### config.mk
export PLATFORM = sky130hd
export DESIGN_NAME = tl_math_sched
export DESIGN_NICKNAME = d
export VERILOG_FILES = /design/src/rtl/tl_math_sched.sv
export SDC_FILE = /design/constraint.sdc
export NUM_CORES = 1
export LEC_CHECK = 0
export BUFFER_PORTS_ARGS = -buffer_cell sky130_fd_sc_hd__clkbuf_2
export CORE_AREA = 2 2 313 315
export DETAILED_ROUTE_END_ITERATION = 7
export DIE_AREA = 0 0 315 317
export REMOVE_ABC_BUFFERS = 1
export SETUP_SLACK_MARGIN = 0.4
export SLEW_MARGIN = 20
export SYNTH_ARGS = -nofsm -noshare
export SYNTH_HDL_FRONTEND = slang
export SYNTH_SLANG_ARGS = --single-unit
### constraint.sdc
create_clock -name clock -period 3.2 [get_ports clock]
set_clock_uncertainty 0.2 [all_clocks]
set_input_delay 0.48 -clock clock [delete_from_list [all_inputs] [get_ports clock]]
set_output_delay 0.48 -clock clock [all_outputs]
set_load 0.01 [all_outputs]
### src/rtl/tl_math_sched.sv
// tl_math_sched: round-robin owner arbiter for the shared add/sub/L_mult units
// and the scratch memory port. Section start requests are queued as pending
// bits. One section at a time is started, its buses are routed to the shared
// units, and the section is released on its own done pulse or when the
// watchdog expires.
//
// Pulse protocol: req, sec_done, sec_start and sec_done_out are single-cycle
// strobes sampled on the rising clock edge. There is no back-pressure. A
// request is held in pending until it is granted, and repeat requests merge.
module tl_math_sched #(
    parameter int NREQ    = 4,
    parameter int AW      = 12,
    parameter int TIMEOUT = 1024,
    localparam int IW     = (NREQ > 1) ? $clog2(NREQ) : 1,
    localparam int WW     = (TIMEOUT > 1) ? $clog2(TIMEOUT) : 1
) (
    input  logic              clock,
    input  logic              reset,
    input  logic [NREQ-1:0]   req,
    input  logic [NREQ-1:0]   sec_done,
    output logic [NREQ-1:0]   sec_start,
    output logic [NREQ-1:0]   grant,
    output logic              busy,
    output logic [IW-1:0]     done_id,
    output logic              sec_done_out,
    output logic              timeout_err,
    input  logic [NREQ*16-1:0] sec_add_a,
    input  logic [NREQ*16-1:0] sec_add_b,
    input  logic [NREQ*16-1:0] sec_sub_a,
    input  logic [NREQ*16-1:0] sec_sub_b,
    input  logic [NREQ*16-1:0] sec_mult_a,
    input  logic [NREQ*16-1:0] sec_mult_b,
    input  logic [NREQ*AW-1:0] sec_rd_addr,
    input  logic [NREQ*AW-1:0] sec_wr_addr,
    input  logic [NREQ*32-1:0] sec_mem_out,
    input  logic [NREQ-1:0]   sec_wr_en,
    output logic [15:0]       addOutA,
    output logic [15:0]       addOutB,
    output logic [15:0]       subOutA,
    output logic [15:0]       subOutB,
    output logic [15:0]       L_multOutA,
    output logic [15:0]       L_multOutB,
    output logic [AW-1:0]     memReadAddr,
    output logic [AW-1:0]     memWriteAddr,
    output logic [31:0]       memOut,
    output logic              memWriteEn,
    output logic [1:0]        state_dbg,
    output logic [NREQ-1:0]   pending_dbg
);

    localparam int SW = IW + 1;

    localparam logic [1:0] S_IDLE    = 2'd0;
    localparam logic [1:0] S_START   = 2'd1;
    localparam logic [1:0] S_BUSY    = 2'd2;
    localparam logic [1:0] S_RELEASE = 2'd3;

    logic [1:0]      state;
    logic [NREQ-1:0] pending;
    logic [NREQ-1:0] grant_q;
    logic [NREQ-1:0] clr_mask;
    logic [IW-1:0]   gid;
    logic [IW-1:0]   rr_ptr;
    logic [IW-1:0]   pick_idx;
    logic [IW-1:0]   next_ptr;
    logic            pick_valid;
    logic [SW-1:0]   sum;
    logic [WW-1:0]   wdog;
    logic            timeout_q;
    logic [IW-1:0]   done_id_q;
    logic            done_hit;
    logic            wdog_expired;

    // First pending section at or after rr_ptr, wrapping; the descending scan
    // lets the smallest rotational offset win.
    always_comb begin
        pick_valid = 1'b0;
        pick_idx   = '0;
        sum        = '0;
        for (int i = NREQ - 1; i >= 0; i--) begin
            sum = {1'b0, rr_ptr} + SW'(i);
            if (sum >= SW'(NREQ)) begin
                sum = sum - SW'(NREQ);
            end
            if (pending[sum[IW-1:0]]) begin
                pick_valid = 1'b1;
                pick_idx   = sum[IW-1:0];
            end
        end
    end

    // Grant-side decode: pending clear mask, owner finish, watchdog expiry.
    always_comb begin
        clr_mask     = '0;
        if (state == S_IDLE && pick_valid) begin
            clr_mask = NREQ'(1) << pick_idx;
        end
        done_hit     = (state == S_BUSY) && sec_done[gid];
        wdog_expired = (state == S_BUSY) && !done_hit && (wdog == WW'(TIMEOUT - 1));
        next_ptr     = (gid == IW'(NREQ - 1)) ? '0 : gid + 1'b1;
    end

    // Request queue: a grant clears first and a same-cycle request sets again.
    always_ff @(posedge clock or negedge reset) begin
        if (!reset) begin
            pending <= '0;
        end else begin
            pending <= (pending & ~clr_mask) | req;
        end
    end

    // Ownership FSM with watchdog and round-robin pointer.
    always_ff @(posedge clock or negedge reset) begin
        if (!reset) begin
            state     <= S_IDLE;
            grant_q   <= '0;
            gid       <= '0;
            rr_ptr    <= '0;
            wdog      <= '0;
            done_id_q <= '0;
            timeout_q <= 1'b0;
        end else begin
            case (state)
                S_IDLE: begin
                    if (pick_valid) begin
                        grant_q <= NREQ'(1) << pick_idx;
                        gid     <= pick_idx;
                        state   <= S_START;
                    end
                end
                S_START: begin
                    wdog  <= '0;
                    state <= S_BUSY;
                end
                S_BUSY: begin
                    if (done_hit) begin
                        done_id_q <= gid;
                        rr_ptr    <= next_ptr;
                        grant_q   <= '0;
                        state     <= S_RELEASE;
                    end else if (wdog_expired) begin
                        timeout_q <= 1'b1;
                        rr_ptr    <= next_ptr;
                        grant_q   <= '0;
                        state     <= S_RELEASE;
                    end else begin
                        wdog <= wdog + 1'b1;
                    end
                end
                S_RELEASE: begin
                    grant_q <= '0;
                    state   <= S_IDLE;
                end
                default: begin
                    grant_q <= '0;
                    state   <= S_IDLE;
                end
            endcase
        end
    end

    // Shared-bus routing: OR of the owner's slices, all zero when nobody owns.
    always_comb begin
        addOutA      = '0;
        addOutB      = '0;
        subOutA      = '0;
        subOutB      = '0;
        L_multOutA   = '0;
        L_multOutB   = '0;
        memReadAddr  = '0;
        memWriteAddr = '0;
        memOut       = '0;
        memWriteEn   = 1'b0;
        for (int k = 0; k < NREQ; k++) begin
            if (grant_q[k]) begin
                addOutA      = addOutA      | sec_add_a[16*k +: 16];
                addOutB      = addOutB      | sec_add_b[16*k +: 16];
                subOutA      = subOutA      | sec_sub_a[16*k +: 16];
                subOutB      = subOutB      | sec_sub_b[16*k +: 16];
                L_multOutA   = L_multOutA   | sec_mult_a[16*k +: 16];
                L_multOutB   = L_multOutB   | sec_mult_b[16*k +: 16];
                memReadAddr  = memReadAddr  | sec_rd_addr[AW*k +: AW];
                memWriteAddr = memWriteAddr | sec_wr_addr[AW*k +: AW];
                memOut       = memOut       | sec_mem_out[32*k +: 32];
                memWriteEn   = memWriteEn   | sec_wr_en[k];
            end
        end
    end

    // Status and strobe outputs.
    always_comb begin
        sec_start    = (state == S_START) ? grant_q : '0;
        grant        = grant_q;
        busy         = (state != S_IDLE);
        done_id      = done_id_q;
        sec_done_out = done_hit;
        timeout_err  = timeout_q;
        state_dbg    = state;
        pending_dbg  = pending;
    end

endmodule

* After elaboration in Yosys (flattened, before gate mapping)
Index checks and enable logic that the tools add are counted.
** Storage, ports and cells
- Output and inout port bits :: 172
- Bits of input ports :: 622
- Logic and storage cells :: 165
- Flip-flop bits (word level) :: 27
** Cells by class
- Reductions and logical operators :: 17
- Bitwise logic cells :: 34
- Muxes and demuxes :: 78
- $add $sub $neg :: 9
- $lt $le $gt $ge :: 9
- Shift operators :: 1
- Equality and inequality tests :: 9
** Operators with widths (count)
- two-way mux 16 bit :: 24
- bitwise OR 16 bit :: 18
- two-way mux 32 bit :: 4
- two-way mux 12 bit :: 8
- bitwise OR 32 bit :: 3
- bitwise OR 12 bit :: 6
- two-way mux 2 bit :: 14
- two-way mux 10 bit :: 2
- two-way mux 4 bit :: 5
- one-hot mux 10 bit (2 select lines) :: 1
- < comparator 2 x 3 -> 1 bit (second input constant) :: 5
- two-way mux 1 bit :: 13
- one-hot mux 4 bit (3 select lines) :: 1
- adder 10 x 1 -> 10 bit (second input constant) :: 1
- binary-select mux 1 bit (select 2 bit) :: 5
- == test 10 bit (second input constant) :: 1
- greater-or-equal comparator 3 bit (second input constant) :: 3
- AND reduction 3 bit :: 3
- one-hot mux 2 bit (4 select lines) :: 1
- AND reduction 2 bit :: 4
- subtractor 2 x 1 -> 2 bit (second input constant) :: 4
- adder 2 x 2 -> 3 bit (second input constant) :: 2
- == test 2 bit (second input constant) :: 3
- != test 2 bit (second input constant) :: 3
- other kinds (16) :: 23

* Logic depth before layout (Yosys ltp)
Gate-level depths: netlist of the first run.
- Depth in word-level cells :: 14
- Gate-level depth with buffers :: 8
- Mapped depth without buffers :: 7

* Least setup slack after synthesis of the first run
No wires, ideal clock.
- Path type :: input to register
- Start point :: input port sec_done[3]
- End point :: register state[1] (netlist: state_dbg[1])
- Data required time :: 2.875 ns
- Cell stages on the path :: 4
- Path slack :: 1.011 ns
- Buffers on the path :: 0
- Arrival :: 1.864 ns
- Setup time :: 0.125 ns
- Cells stage by stage :: mux4_2 a311o_1 nand2_1 mux2_2
** Between the ends
- Cells in the longest elaborated chain, start to end :: 8
- Elaborated cells between the ends (all ways) :: 10
- Those cells by class :: 1 x eq/ne; 4 x mux; 5 x reduce/logical
** Ends and longest elaborated chain
- start, declared :: line 20 : input logic [NREQ-1:0] sec_done,
- binary-select mux 1 bit (select 2 bit) (*) :: line 98 : done_hit = (state == S_BUSY) && sec_done[gid];
- two-way mux 1 bit (implied by the code) (*) :: line 98
- logical AND 1 bit (*) :: line 98
- zero test 1 bit :: line 99 : wdog_expired = (state == S_BUSY) && !done_hit && (wdog == WW'(TIMEOUT - 1));
- logical AND 1 bit (2 in series) :: line 99
- != test 3 bit (no line)
- AND reduction 2 bit (no line)
- end signal, assigned :: line 115 : state <= S_IDLE;
- end signal, assigned :: line 128 : state <= S_START;
- end signal, assigned :: line 133 : state <= S_BUSY;
- end, declared :: line 58 : logic [1:0] state;
Every way passes the cells marked *; elsewhere a longest branch is shown, timed or not. The select of a mux whose other input is x is not followed.
A chain may end at the register's enable or synchronous reset.

* Worst setup path after layout of the first run
- Start point :: register grant_q[1] (netlist: grant[1])
- End point :: output port L_multOutB[14]
** Between the ends
- Cells in the longest elaborated chain, start to end :: 5
** Ends and longest elaborated chain
- start, declared :: line 60 : logic [NREQ-1:0] grant_q;
- start signal, assigned :: line 126 : grant_q <= NREQ'(1) << pick_idx;
- two-way mux 16 bit (*) :: line 175 : if (grant_q[k]) begin
- bitwise OR 16 bit :: line 181 : L_multOutB = L_multOutB | sec_mult_b[16*k +: 16];
- two-way mux 16 bit (*) :: line 175
- bitwise OR 16 bit :: line 181
- two-way mux 16 bit (*) :: line 175
- end, declared :: line 42 : output logic [15:0] L_multOutB,
Every way passes the cells marked *; elsewhere a longest branch is shown, timed or not.

==> results by stage, run 1 <==
Layout:
- The sequential cell area in the final layout is around 690 µm².
- The number of fill cells in the layout is between 10000 and 15000.
- The signed area change from the synthesized netlist to the final layout is 125%.
- The library cells used most frequently in the layout, excluding fill and tap cells, are 793 x clkbuf_2, 306 x a22oi_1, 169 x nand2_1, 29 x buf_4, 23 x dfrtp_1.
- The most common library cell in the layout ignoring fill and taps is clkbuf_2.
- The end-of-flow core utilization is around 11%.
- The share of layout cells above drive strength 1 is 58.8%.
- The total non-filler cell area in the finished layout is a little over 0.01 mm².
- The net count of the finished layout is 2069.
- The area taken by multi-input logic gates is ~0.0036 mm².

Worst setup path:
- The maximum fanout along the worst path is 19.
- For the worst setup path, the data arrival time is 2010 ps.
- STA classifies the critical path endpoint as an output port.
- The data required time of the worst path is 2520 ps.
- The slowest stage of the critical path belongs to the cell dfrtp_4.
- In this run the register-to-register setup slack is a little under 700 ps.
- Among cell families on the critical path, the largest total delay comes from flip-flops.
- For the worst flop-to-flop path, the logic depth is 4.
- The critical path goes through buf_4, a22oi_1, nand2_1, clkbuf_2.
- The worst path buffer plus inverter count is 2.
- In this run the critical register-to-register path is captured at state_dbg[1].
- The critical path starts at grant[1].
- The worst setup path is launched from a register.
- The stage delay of the slowest cell on the critical path is 690 ps.
- Counting buffers and inverters, the worst setup path is 4 cells deep.
- The startpoint identified for the worst register-to-register timing path is gid[0].
- In this run the worst setup path terminates at L_multOutB[14].
- The worst setup path is of the reg -> out kind.

Power:
- VDD sags by at most 307 µV.
- The analysis attributes to cell leakage a power of about 5.5 nW.
- The power density normalized to cell area is roughly 580 mW/mm².

CTS:
- The deepest level of the CTS H-tree is 1.
- The number of buffers added by the clock tree synthesis step is 3.
- TritonCTS built the clock tree.
- The clock transition at the register clock pins on the worst setup and hold paths after CTS is ~70 ps.
- The maximum buffer depth of the clock tree is 2.
- Gates resized during post-CTS repair numbered 0.
- Clock tree synthesis selected as its root buffer the cell clkbuf_16.
- Counting every sink on the clock net gives 27.
- At the later pin of the worst-skew pair, clock insertion delay measures roughly 260 ps.

Detailed routing:
- Using the TritonRoute via totals, the vias-per-cell ratio works out to around 3.3.
- The first-pass detailed-route iteration total is 5.
- The residual antenna-violating net count after detailed routing is 0.
- The final routed DRC violation total is 0.
- The final layout contains routed wiring with a total length of approximately 48000 µm.
- For this block, the initial DRC count from the detailed router was 564.
- The per-cell routed wire length is approximately 18 µm.
- The routed layout has ~9100 vias.

Min path:
- The class of the worst hold path is in -> async.

Global routing:
- The initial antenna violation count came to 23.
- Global routing used a little under a tenth of the available met1 tracks.
- The global-route met2 utilization is 15.4%.
- The all-layer global routing usage is 8.62%.
- The total global routing overflow is 0.
- The first global-routing pass estimated about 60000 µm of wire.
- The number of global-route vias before repair is between 8000 and 9000.
- Global routing used under 10% of the available met3 tracks.
- The pin count of the biggest net entering global routing is 57.
- The layer with the highest usage is met2.

Timing:
- The worst path uses a little over four fifths of the clock period.
- The final hold violation count is 0.
- The worst pin sits at a relative slew slack of roughly 54%.
- The shortest clock period the worst path allows after layout is around 2700 ps.
- The worst hold slack is 40.9 ps.
- The least setup slack across all paths after layout is 512 ps.
- The transition at the pin with the smallest max-transition slack is 684 ps.
- Setup violations remaining at the end of the flow were counted as 0.
- The upper clock frequency limit is 372 MHz.
- Setup repair after global routing left no endpoint under its margin.
- The total count of max-transition violations in the final report is 0.

Floorplan:
- The I/O pin count is around 790.
- The floorplan step defined a core boundary enclosing 0.0963 mm².
- The die boundary width is ~320 µm.
- The vertical die dimension is 317 µm.
- The initial utilization of the core area, before any placement, comes to about 4.8%.
- The floorplan die area is 0.0999 mm².
- The floorplan has around 110 rows.

Synthesis:
- After synthesis the cells add up to between 0.004 and 0.005 mm².
- Sequential cells were found to cover between 10% and 20% of the synthesized design area.
- The synthesized netlist contains 41 unique library cells.
- After synthesis, the share of flip-flops with an asynchronous set or reset is 100%.
- Counting flops and latches in the post-synthesis netlist gives 27.
- For this run, the number of Yosys warnings is 0.
- In the synthesized netlist the dominant register cell turns out to be dfrtp_1.
- The number of enable flip-flop cells after synthesis is 0.
- The synthesized area per cell is 6.78 µm².
- The gate count after technology mapping is about 680.

Placement:
- After detailed placement, the total cell area comes to between 0.01 and 0.015 mm².
- At the placement stage, the worst setup path has a slack of approximately 620 ps.
- The congestion estimate from routability-driven global placement came to approximately 0.88.
- The total of buffers placed on input and output ports is roughly 790.
- The post-detailed-placement half-perimeter wirelength is around 41000 µm.

Run:
- Across the run, the number of max-cap violations was 0.

Outcome:
- The run finished with clean final reports.
-- stage by stage --
stage                     setup TNS [ps]  cells  power [mW]
after floorplan                   -99270    606        3.07
after CTS                              0   2714        6.17
after global placement                 0   2709        5.76
final                                  0   2724        6.04
after global routing                   0   2722        6.63
after detailed placement               0   2709        5.82
-- kinds of logic (layout without fill, tap and decap cells) --
group | count (synthesis) | in the layout | synth area share (%)
compound gates | 347 | 347 | 55.9
xor+xnor | 1 | 1 | 0.190
fa+ha+maj | 7 | 7 | 1.90
buf+inv | 83 | 843 | 6.95
flops | 27 | 27 | 14.7
mux | 6 | 6 | 1.68
other cells | 0 | 9 | 0
simple gates | 208 | 208 | 18.7
-- Yosys cell counts (4+ instances only) --
cell type	count	area, µm²
mux2_2	4	45.0
a22oi_1	306	2300
and2_1	6	37.5
a21oi_1	8	40.0
inv_1	10	37.5
dfrtp_1	27	676
o21ai_0	5	25.0
ha_1	7	87.6
buf_1	11	41.3
nand2b_1	5	31.3
nand2_1	169	634
o31ai_1	5	37.5
o21ai_1	7	35.0
clkbuf_1	60	225
nand3_1	4	20.0
nor2_1	10	37.5
-- cell type report --
| class | count | share of cell area, % |
|---|---|---|
| repair buffers | 829 | 41.7 |
| diodes | 9 | 0.217 |
| inverters | 10 | 0.362 |
| clock inverters | 1 | 0.0724 |
| well taps | 1276 | 15.4 |
| flip-flops and latches | 27 | 6.66 |
| multi-input cells | 569 | 34.8 |
| clock buffers | 3 | 0.724 |
-- flip-flops by register name, summed over array words and instances (netlist names) --
register	count
wdog	10
grant	4
pending_dbg	4
done_id	2
gid	2
rr_ptr	2
state_dbg	2
timeout_err	1
-- power breakdown --
| group | total [mW] | leakage (nW) | switching (mW) | internal (mW) |
|---|---|---|---|---|
| Clock | 0.296 | 0.0372 | 0.126 | 0.170 |
| Sequential | 0.727 | 0.333 | 0.282 | 0.445 |
| Combinational | 5.02 | 5.10 | 3.06 | 1.96 |
| Total | 6.04 | 5.47 | 3.46 | 2.58 |
-- worst register-to-register path: stages, from the launching register on --
cell	delay [ps]
dfrtp_1	440
mux4_2	590
a311o_1	540
nand2_1	270
mux2_2	360
-- layer usage --
metal  part of all wire (%)  vias up
met3                     11       68
li1                       -     4206
met1                     36     4232
met2                     50      600
met4                    4.1       12
met5                   0.13        -
-- worst min path at each step --
stage,cells after the start,to
floorplan,0,done_id[0]
global placement,1,timeout_err
detailed placement,1,timeout_err
CTS,1,done_id[1]
global route,1,done_id[1]
finish,1,done_id[1]
-- what timing repair did --
| item | in CTS | in global routing |
|---|---|---|
| setup endpoints to repair | 1 | 1 |
| pin swaps | 0 | 0 |
| hold buffers | 0 | 0 |
| setup buffers | 1 | 1 |
Note: power is estimated with default switching activity, not from simulation.
==> inputs of run 2 (changes only) <==
Settings changed: CORE_AREA 2 2 313 315 to 2 2 306 308, DIE_AREA 0 0 315 317 to 0 0 308 310.
Clock period 3.2 ns to 2.6 ns, I/O delays scaled along.
==> run 2 against run 1 <==
Net effect:
- largest cell class unchanged
- combinational power up 90%
- sequential cell count unchanged
- clock power up 20%
- via count up 6.4%
- cell area up 24%
==> results by stage, run 2 (synthesized netlist as in run 1, its figures left out) <==
Placement:
- The total of buffers placed on input and output ports is 793 (unchanged).
- The post-detailed-placement half-perimeter wirelength is 41900 µm (was 41300 µm).
- The placement-stage worst setup slack is 249 ps (was 623 ps).
- The routability congestion estimate is 0.947 (was 0.884).

Global routing:
- The number of global-route vias before repair is 8551 (was 8585).
- The pin count of the biggest net entering global routing is 47 (was 57).
- The initial antenna violation count came to 31 (was 23).
- The global-route wire length before repair was 64500 µm (was 61100 µm).
- The all-layer global routing usage was 9.72% (was 8.62%).
- The total global routing overflow is 0 (unchanged).

Timing:
- The upper clock frequency limit is around 420 MHz.
- The least setup slack across all paths after layout is 241 ps (was 512 ps).
- Setup repair after global routing missed its margin: true (was false).
- The final hold violation count came to 0 (unchanged).
- The tightest slew margin relative to the limit is 52.3% (was 54.4%).
- The total of endpoints with negative setup slack in the final report is 0 (unchanged).
- The period utilization is approximately 91%.
- The transition at the pin with the smallest max-transition slack is 715 ps (was 684 ps).
- The total count of max-transition violations in the final report is 0 (unchanged).
- The shortest clock period the worst path allows after layout is ~2400 ps.
- The worst hold slack is 112 ps (was 40.9 ps).

Layout:
- The number of fill cells in the layout is 10600 (was 11300).
- The final net count was 2130 (was 2069).
- The flip-flop count of the largest register after layout was 10 (unchanged).
- The most common library cell in the layout ignoring fill and taps is clkbuf_2 (unchanged).
- The register with the most flip-flops was wdog (unchanged).
- The signed area change from the synthesized netlist to the final layout is 180% (was 125%).
- The share of layout cells above drive strength 1 is 72.9% (was 58.8%).
- Commonest non-fill, non-tap cells in the layout: 724 x clkbuf_2, 166 x a22oi_2, 151 x nand2_1, 140 x a22oi_1, 29 x buf_4 (was 793 x clkbuf_2, 306 x a22oi_1, 169 x nand2_1, 29 x buf_4, 23 x dfrtp_1).

Detailed routing:
- The first-pass detailed-route iteration total is 7 (was 5).
- The total via count after detailed routing is 9703 (was 9118).
- The via density per instance was 3.58 (was 3.35).
- The sum of routed wire length over all layers was 58500 µm (was 47900 µm).
- The number of DRC markers after the initial detailed-route iteration is 638 (was 564).
- The final routed DRC violation total is 0 (unchanged).
- The per-cell routed wire length is 21.5 µm (was 17.6 µm).
- The residual antenna-violating net count after detailed routing is 0 (unchanged).

Worst setup path:
- The kind of end point of the critical path is an output port (unchanged).
- The category of the critical setup timing path is reg -> out (unchanged).
- Cell Chain, Critical Path: buf_12, buf_16, a22oi_1, nand2_1, clkbuf_2 (was buf_4, a22oi_1, nand2_1, clkbuf_2).
- The cell with the largest stage delay on the worst path is dfrtp_4 (unchanged).
- The setup slack on the worst flop-to-flop path was 480 ps (was 690 ps).
- The worst endpoint data arrival time is 1770 ps (was 2010 ps).
- The data required time of the worst path is 2010 ps (was 2520 ps).
- The maximum fanout along the worst path is 24 (was 19).
- The critical path launch point type is a register (unchanged).
- The stage delay of the slowest cell on the critical path is 500 ps (was 690 ps).

CTS:
- The clock transition at the register clock pins on the worst setup and hold paths after CTS came to 70 ps (about the same).
- The deepest level of the CTS H-tree is 1 (unchanged).
- The clock tree from TritonCTS is yes (unchanged).
- The number of buffers added by the clock tree synthesis step is 3 (unchanged).
- The number of clock sinks is 27 (unchanged).
- The maximum buffer depth of the clock tree is 2 (unchanged).
- The buffer type at the clock tree root is clkbuf_16 (unchanged).
- The clock latency at the later pin of the worst-skew pair is 260 ps (about the same).

Floorplan:
- The starting density of the core came to 4.98% (was 4.78%).
- The vertical die dimension is 310 µm (was 317 µm).
- The floorplan die area is 0.0955 mm² (was 0.0999 mm²).
- The placeable core region is 0.0925 mm² (was 0.0963 mm²).
- The die boundary width is 308 µm (was 315 µm).
- The I/O pin count is 794 (unchanged).
- The cell row count is 112 (was 114).

Run:
- The number of maximum-capacitance violations came to 0 (unchanged).

Outcome:
- Result of the run: finished, final reports clean (unchanged).

Min path:
- The class of the worst hold path is in -> reg (was in -> async).

Power:
- The power density normalized to cell area is 825 mW/mm² (was 583 mW/mm²).
- The leakage component of the power is 6.23 nW (was 5.47 nW).
- The largest voltage drop on the vdd net is 366 µV (was 307 µV).
run 2: changes by cell type in the layout (fill, tap and decap cells not counted), moves of 11 or more:
cell       previous run  this run
buf_6                 0        24
buf_8                 0        19
nand2_1             169       151
clkbuf_2            793       724
clkbuf_8              0        11
buf_2                 0        21
a22oi_2               0       166
nand2_2               0        18
a22oi_1             306       140
clkbuf_16             3        19
buf_12                7        28
buf_16                0        14
run 2: worst paths after layout:
kind | start | to | depth (start not counted)
setup / recovery | grant[2] | memOut[10] | 5
hold / removal | req[2] | pending_dbg[2] | 2
setup reg to reg | gid[0] | state_dbg[1] | 4
hold reg to reg | timeout_err | timeout_err | 1
max in group asynchronous | reset | grant[0] | 2
min in group asynchronous | reset | gid[0] | 2
run 2: critical path: cells and delay by family (launching register included):
family	cells	cell delay (ps)
compound gates	1	370
buf+inv	3	470
flops	1	500
simple gates	1	120
run 2: where the power goes:
group	switching [mW]	internal (mW)	leakage [nW]	total, mW
logic	5.22	4.33	5.86	9.56
clock network	0.147	0.209	0.0372	0.356
registers	0.165	0.551	0.333	0.716
run 2: final cells by class:
type | count | area (µm²) | area share, %
Sequential cell | 27 | 691 | 5.36
Multi-Input combinational cell | 569 | 4500 | 34.9
Timing Repair Buffer | 890 | 6030 | 46.8
Clock buffer | 3 | 75.1 | 0.583
Clock inverter | 1 | 7.51 | 0.0583
Inverter | 10 | 37.5 | 0.291
Antenna cell | 17 | 42.5 | 0.330
Tap cell | 1197 | 1500 | 11.6
run 2: through the flow:
step	std cells	power (mW)	TNS, ps	utilization, %	area (µm²)
after global placement	2633	7.48	0	11.1	10300
after CTS	2669	9.25	0	12.4	11400
after floorplan	606	3.78	-183780	-	4320
after detailed placement	2633	7.53	0	11.1	10300
final	2714	10.6	0	13.9	12900
after global routing	2713	11.4	0	13.9	12900
run 2: metal layers:
metal | track usage, % | up-vias | share of wire, %
li1 | - | 4354 | -
met1 | 9.60 | 4493 | 34
met2 | 17.1 | 704 | 49
met3 | 4.41 | 134 | 11
met4 | 4.91 | 18 | 5.9
met5 | 0.708 | - | 0.31
run 2: repair_timing:
| item | CTS | global route |
|---|---|---|
| cloned | 8 | 21 |
| pin swaps | 16 | 43 |
| resized for setup | 134 | 245 |
| hold buffers | 1 | 0 |
| setup endpoints to repair | 143 | 155 |
| buffers inserted | 23 | 7 |
| hold endpoints to repair | 27 | 0 |
